===== src/rtl/filter_frame_ctrl.sv =====
// Frame sequencer for the filter pipeline: pixel handshake, row/col tracking, window/output valid, drain and frame_done.
// Optional FRAME_AUTO_RESTART_EN: DONE re-enters FILL/RUN directly so frames run back-to-back without start.
module filter_frame_ctrl #(
    parameter int WIDTH_IMG  = 300,
    parameter int HEIGHT_IMG = 300,
    parameter int KERNEL     = 3,
    parameter int PIPE_LAT   = 2
) (
    input  logic clk,
    input  logic rst,
    input  logic enable,
    input  logic start,
    input  logic pix_valid_in,
    output logic pix_ready_out,
    output logic lb_wr_en,
    output logic [((WIDTH_IMG > 1) ? $clog2(WIDTH_IMG) : 1)-1:0]   col,
    output logic [((HEIGHT_IMG > 1) ? $clog2(HEIGHT_IMG) : 1)-1:0] row,
    output logic win_valid,
    output logic out_valid,
    output logic busy,
    output logic frame_done
);
    localparam int CW = (WIDTH_IMG > 1) ? $clog2(WIDTH_IMG) : 1;
    localparam int RW = (HEIGHT_IMG > 1) ? $clog2(HEIGHT_IMG) : 1;
    localparam int DW = $clog2(PIPE_LAT + 1);

    localparam logic [2:0] S_IDLE  = 3'd0;
    localparam logic [2:0] S_FILL  = 3'd1;
    localparam logic [2:0] S_RUN   = 3'd2;
    localparam logic [2:0] S_DRAIN = 3'd3;
    localparam logic [2:0] S_DONE  = 3'd4;
    // With a 1x1 kernel there are no priming lines, so a frame starts directly in RUN.
    localparam logic [2:0] S_FIRST = (KERNEL == 1) ? S_RUN : S_FILL;

    logic [2:0]          state, state_nxt;
    logic [DW-1:0]       drain_cnt;
    logic [PIPE_LAT-1:0] valid_sr;
    logic                accept, col_last, last_pixel, in_window;

    assign pix_ready_out = enable && (state == S_FILL || state == S_RUN);
    assign accept        = pix_valid_in && pix_ready_out;
    assign lb_wr_en      = accept;
    assign col_last      = int'(col) == WIDTH_IMG - 1;
    assign last_pixel    = col_last && int'(row) == HEIGHT_IMG - 1;
    assign in_window     = int'(row) >= KERNEL - 1 && int'(col) >= KERNEL - 1;
    assign busy          = state != S_IDLE;
    // Gated by enable so a frozen DONE state still yields one pulse per frame.
    assign frame_done    = enable && state == S_DONE;
    assign out_valid     = valid_sr[PIPE_LAT-1];

    always_comb begin
        // NOTE: default assignment first, so no branch leaves state_nxt unassigned and no latch is inferred.
        state_nxt = state;
        case (state)
            S_IDLE:  if (start) state_nxt = S_FIRST;
            S_FILL:  if (accept && col_last && int'(row) == KERNEL - 2) state_nxt = S_RUN;
            S_RUN:   if (accept && last_pixel) state_nxt = S_DRAIN;
            S_DRAIN: if (drain_cnt == '0) state_nxt = S_DONE;
`ifdef FRAME_AUTO_RESTART_EN
            S_DONE:  state_nxt = S_FIRST;
`else
            S_DONE:  state_nxt = S_IDLE;
`endif
            default: state_nxt = S_IDLE;
        endcase
    end

    // NOTE: every register uses non-blocking (<=) so all updates at an edge see pre-edge values.
    always_ff @(posedge clk) begin
        if (rst) begin
            state     <= S_IDLE;
            col       <= '0;
            row       <= '0;
            win_valid <= 1'b0;
            drain_cnt <= '0;
        end else if (enable) begin
            state     <= state_nxt;
            win_valid <= accept && in_window;
            if (state == S_IDLE && start) begin
                col <= '0;
                row <= '0;
            end else if (accept) begin
                if (last_pixel) begin
                    // Counters are left cleared so an auto-restarted frame begins at (0,0).
                    col       <= '0;
                    row       <= '0;
                    drain_cnt <= DW'(PIPE_LAT);
                end else if (col_last) begin
                    col <= '0;
                    row <= row + RW'(1);
                end else begin
                    col <= col + CW'(1);
                end
            end
            if (state == S_DRAIN && drain_cnt != '0)
                drain_cnt <= drain_cnt - DW'(1);
        end
    end

    // Kernel latency model: win_valid delayed PIPE_LAT enabled cycles.
    generate
        if (PIPE_LAT == 1) begin : g_sr1
            always_ff @(posedge clk) begin
                if (rst)         valid_sr <= '0;
                else if (enable) valid_sr <= win_valid;
            end
        end else begin : g_srn
            always_ff @(posedge clk) begin
                if (rst)         valid_sr <= '0;
                else if (enable) valid_sr <= {valid_sr[PIPE_LAT-2:0], win_valid};
            end
        end
    endgenerate
endmodule


===== config.mk =====
export PLATFORM = sky130hd
export DESIGN_NAME = filter_frame_ctrl
export DESIGN_NICKNAME = d
export VERILOG_FILES = /design/src/rtl/filter_frame_ctrl.sv
export SDC_FILE = /design/constraint.sdc
export NUM_CORES = 1
export LEC_CHECK = 0
export CORE_MARGIN = 5
export CORE_UTILIZATION = 30
export CTS_CLUSTER_DIAMETER = 150
export DETAILED_ROUTE_END_ITERATION = 10
export GPL_TIMING_DRIVEN = 0
export PLACE_DENSITY_LB_ADDON = 0.08
export SLEW_MARGIN = 20
export SYNTH_ARGS = -nofsm -noshare
export SYNTH_HDL_FRONTEND = slang
export SYNTH_SLANG_ARGS = --single-unit

===== constraint.sdc =====
create_clock -name clk -period 3.9 [get_ports clk]
set_input_delay 0.78 -clock clk [delete_from_list [all_inputs] [get_ports clk]]
set_output_delay 0.78 -clock clk [all_outputs]
set_load 0.02 [all_outputs]

== Word-level counts from Yosys, hierarchy flattened ==
Index checks and enable logic that the tools add are counted.

* Latch bits: 0
* Register bits after elaboration: 26
* Output and inout port bits: 24
* Word-level logic and storage cells: 64
* Bits in read-only memories: 0
* Memory bits (writable): 0
* Memories kept: 0

* Muxes and demuxes: 17
* Divide/modulo/power cells: 0
* $add $sub $neg: 3
* $mul: 0
* Reduce and logical (&&, ||, !) cells: 24
* Shifts and indexed selects: 0
* Equal/unequal tests: 12
* Bitwise logic cells: 0
* Order comparisons: 2

{| class="wikitable"
|+ Operators with widths
! kind !! number
|-
| 2-to-1 mux 9 bit || 8
|-
| adder 9 x 1 -> 9 bit (second input constant) || 2
|-
| equality test 9 bit (second input constant) || 2
|-
| greater-or-equal comparator 9 x 2 -> 1 bit (second input constant) || 2
|-
| 2-to-1 mux 3 bit || 4
|-
| case mux 3 bit (4 select lines) || 1
|-
| logical AND 1 bit || 11
|-
| equality test 9 x 2 -> 1 bit (second input constant) || 1
|-
| 2-to-1 mux 2 bit || 4
|-
| nonzero test 2 bit || 4
|-
| equality test 3 x 2 -> 1 bit (second input constant) || 2
|-
| inequality test 2 x 1 -> 1 bit (second input constant) || 3
|-
| nonzero test 3 bit || 2
|-
| AND reduction 5 bit || 1
|-
| inequality test 2 bit (second input constant) || 2
|-
| AND reduction 4 bit || 1
|-
| equality test 3 x 1 -> 1 bit (second input constant) || 1
|-
| equality test 3 bit (second input constant) || 1
|-
| logical NOT 3 bit || 1
|-
| AND reduction 3 bit || 1
|-
| logical NOT 2 bit || 1
|-
| AND reduction 2 bit || 1
|-
| subtractor 2 x 1 -> 2 bit (second input constant) || 1
|-
| logical OR 1 bit || 1
|}

== Logic depth before layout (Yosys ltp) ==
* Word-level depth: 8
* Mapped depth: 6
* Depth with buffers taken out: 5

== Least setup slack after synthesis ==
Ideal clock, no wire load.

* Path type: input to output
* Start: input enable
* End: output lb_wr_en
* Data required time: 3.120 ns
* Path slack: 1.589 ns
* Data arrival time: 1.531 ns
* Stages: 4
* Cells stage by stage: buf_2 -> nor2b_1 -> nand3_1 -> inv_1

* Cells in the longest elaborated chain, start to end: 2

{| class="wikitable"
|+ RTL lines
! element !! line !! RTL
|-
| start, declared || 11 || <nowiki>input logic enable,</nowiki>
|-
| logical AND 1 bit || 40 || <nowiki>assign pix_ready_out = enable && (state == S_FILL || state == S_RUN);</nowiki>
|-
| logical AND 1 bit || 41 || <nowiki>assign accept = pix_valid_in && pix_ready_out;</nowiki>
|-
| end, declared || 15 || <nowiki>output logic lb_wr_en,</nowiki>
|}

No other way between the ends.

== Final worst setup path ==
Same ends and word-level chain as after synthesis.

==> results.sh <==
export IMPL_antenna_found_initial=0
export IMPL_layout_common_cells="clkdlybuf4s50_1 (27), dfxtp_1 (26), a21oi_1 (13)"
export IMPL_htree_levels=1
export IMPL_die_w_um=84.4
export IMPL_pwr_share_comb_pct=18.3
export IMPL_ys_warn_count=0
export IMPL_cts_sinks=26
export IMPL_grt_usage_pct=13.5
export IMPL_grt_pass1_wl_um=7910
export IMPL_crit_path_end_kind="output port"
export IMPL_clk_pin_slew_worst_paths_ns=0.09
export IMPL_portBuffers=27
export IMPL_die_h_um=84.4
export IMPL_synth_area_um2=1660
export IMPL_p_sw_share_pct=29.7
export IMPL_finalCritPeriodShare_pct=94.5
export IMPL_numCtsBuffers=3
export IMPL_dieArea_um2=7120
export IMPL_detail_route_antenna_nets=0
export IMPL_wl_per_cell_um=15.5
export IMPL_setup_viol=0
export IMPL_cp_arrival_ns=2.91
export IMPL_critical_path_max_stage_delay_ns=0.63
export IMPL_clock_path_buffers=2
export IMPL_syn_nets=206
export IMPL_num_fill_cells=569
export IMPL_leakagePower_nw=0.673
export IMPL_wirelength_um=4630
export IMPL_p_switching_mw=0.170
export IMPL_worstMarginPinSlew_ns=0.663
export IMPL_initial_utilization_pct=30.5
export IMPL_power_mw=0.572
export IMPL_vdd_ir_drop_max_v=0.000142
export IMPL_drt_pass1_iter_count=4
export IMPL_hold_violations=0
export IMPL_avgSynthCellArea_um2=8.51
export IMPL_async_flop_share_pct=0
export IMPL_cp_start_kind="primary input"
export IMPL_worstPathRequired_ns=3.12
export IMPL_fin_worst_skew_ns=0.00901
export IMPL_dp_hpwl_um=3350
export IMPL_grt_overflow=0
export IMPL_seqPwrFrac_pct=48.9
export IMPL_synth_ff_type="dfxtp_1"
export IMPL_route_vias_total=1607
export IMPL_crit_chain="clkdlybuf4s50_1, buf_2, nor2b_1, nand3_1, inv_1, clkdlybuf4s50_1"
export IMPL_synth_distinct_cells=55
export IMPL_relSlewSlack_pct=55.6
export IMPL_setup_tns_ns=0
export IMPL_worstSkewPairLatency_ns=0.28
export IMPL_slowest_stage="clkdlybuf4s50_1"
export IMPL_cts_root_buffer="clkbuf_8"
export IMPL_grt_max_degree=15
export IMPL_cts_tree="built"
export IMPL_post_cts_buffers=0
export IMPL_outcome="completed"
export IMPL_grt_pass1_vias=1615
export IMPL_crit_top_cell="clkdlybuf4s50_1"
export IMPL_finalWeightedCongestion=0.736
export IMPL_cell_internal_pwr_mw=0.402
export IMPL_drv_cap=0
export IMPL_vias_per_cell=5.39
export IMPL_worstHoldPathType="register to register"
export IMPL_postCtsHoldBufs=0
export IMPL_num_io_pins=29
export IMPL_power_density_nw_per_um2=276
export IMPL_regArea_um2=520
export IMPL_synth_edf_count=0
export IMPL_final_layout_size_suffix_gt1_share_pct=12.8
export IMPL_core_um2=5440
export IMPL_pwr_share_clk_pct=32.7
export IMPL_post_route_min_period_ns=3.69
export IMPL_syn_to_final_growth_pct=25.0
export IMPL_grt_setup_unrepaired="false"
export IMPL_drtIter0Drc=61
export IMPL_insertedDiodeCount=0
export IMPL_drc=0
export IMPL_fmax_mhz=271
export IMPL_row_count=27
export IMPL_synth_seq_cells=26
export IMPL_ctsResizeCount=0
export IMPL_multi_input_area_um2=1060
export IMPL_syn_instance_count=195
export IMPL_slew_viol_final=0
export IMPL_cp_max_fo=10
export IMPL_ys_seq_area_share_pct=31.4
export IMPL_criticalPathCategory="primary input to output port"
export IMPL_finalNetCount=238
export IMPL_layout_commonest_cell="clkdlybuf4s50_1"
cell usage after synthesis, types with 2 or more instances:
library cell	instances	area share (%)
dfxtp_1	26	31
a21oi_1	13	3.9
o21ai_0	11	3.3
inv_1	10	2.3
nor2_1	10	2.3
nand2_1	9	2.0
nand4_1	9	3.4
nand3_1	8	2.4
nor3_1	7	2.1
ha_1	6	4.5
o211ai_1	6	2.7
nand2b_1	5	1.9
or3_1	5	1.9
or4_1	5	2.3
and2b_2	4	2.1
buf_2	4	1.2
o31ai_1	4	1.8
clkbuf_1	3	0.68
o2111ai_1	3	1.6
a211o_1	2	1.1
a31oi_1	2	0.75
and4_2	2	1.2
and4b_1	2	1.2
mux2i_1	2	1.2
nor3b_1	2	0.90
nor4b_2	2	1.8
o21a_1	2	0.90
o22ai_1	2	0.75
or2_2	2	0.75
xnor2_1	2	1.1
power by group through the flow:
| stage | combinational [mW] | sequential [mW] | clock [mW] |
|---|---|---|---|
| floorplan | 0.0629 | 0.288 | 0 |
| detailed placement | 0.106 | 0.286 | 0 |
| CTS | 0.106 | 0.280 | 0.195 |
| global placement | 0.105 | 0.286 | 0 |
| global route | 0.116 | 0.281 | 0.205 |
| finish | 0.105 | 0.280 | 0.187 |
through the flow:
stage	utilization, %	setup slack, ns	cell area [um2]	hold WS [ns]	std cells
after global placement	37.1	0.244	2020	0.485	294
after floorplan	-	1.59	1660	0.460	195
after detailed placement	37.1	0.249	2020	0.484	294
after global routing	38.1	0.0439	2070	0.529	298
after CTS	38.1	0.227	2070	0.505	298
final	38.1	0.214	2070	0.504	298
state kept, by name (all words and copies together) (netlist names):
register and count:
col 9, row 9, state 3, drain_cnt 2
valid_sr 2, win_valid 1
path summary, 6_finish.rpt:
| check | cells past startpoint | start | end | slack (ns) |
|---|---|---|---|---|
| hold / removal | 2 | win_valid$_SDFFE_PP0P_ | win_valid$_SDFFE_PP0P_ | 0.50 |
| hold reg to reg | 2 | win_valid$_SDFFE_PP0P_ | win_valid$_SDFFE_PP0P_ | 0.50 |
| setup reg to reg | 6 | col[0]$_SDFFE_PP0P_ | row[7]$_SDFFE_PP0P_ | 1.84 |
| setup / recovery | 6 | enable | lb_wr_en | 0.21 |
worst max-delay path, delay by kind of cell:
family                 cells  cell delay [ns]
buffers and inverters      4             1.55
and+or+nand+nor            2             0.56
cell type report:
type | count | area share, %
flip-flops and latches | 26 | 25.1
plain buffers | 8 | 1.87
repair buffers | 27 | 13.0
well taps | 72 | 4.34
clock buffers | 4 | 2.65
multi-input cells | 151 | 51.2
inverters | 10 | 1.81
cells by family after synthesis:
group,after synthesis,share of synthesized area [%]
flip-flops,26,31.4
AO/OA/AOI/OAI,52,21.3
AND/OR/NAND/NOR,87,34.5
adder cells (fa/ha/maj),6,4.52
buffers and inverters,18,4.60
XOR/XNOR,3,1.58
multiplexers,3,2.11
metal layers:
metal | wire [um] | GRT usage (%) | up-vias
met3 | 235 | 3.43 | 2
met2 | 2170 | 22.5 | 33
li1 | - | - | 798
met4 | 25 | 2.88 | 0
met5 | 0 | 0 | -
met1 | 2210 | 17.7 | 774
(Power assumes the default switching activity.)
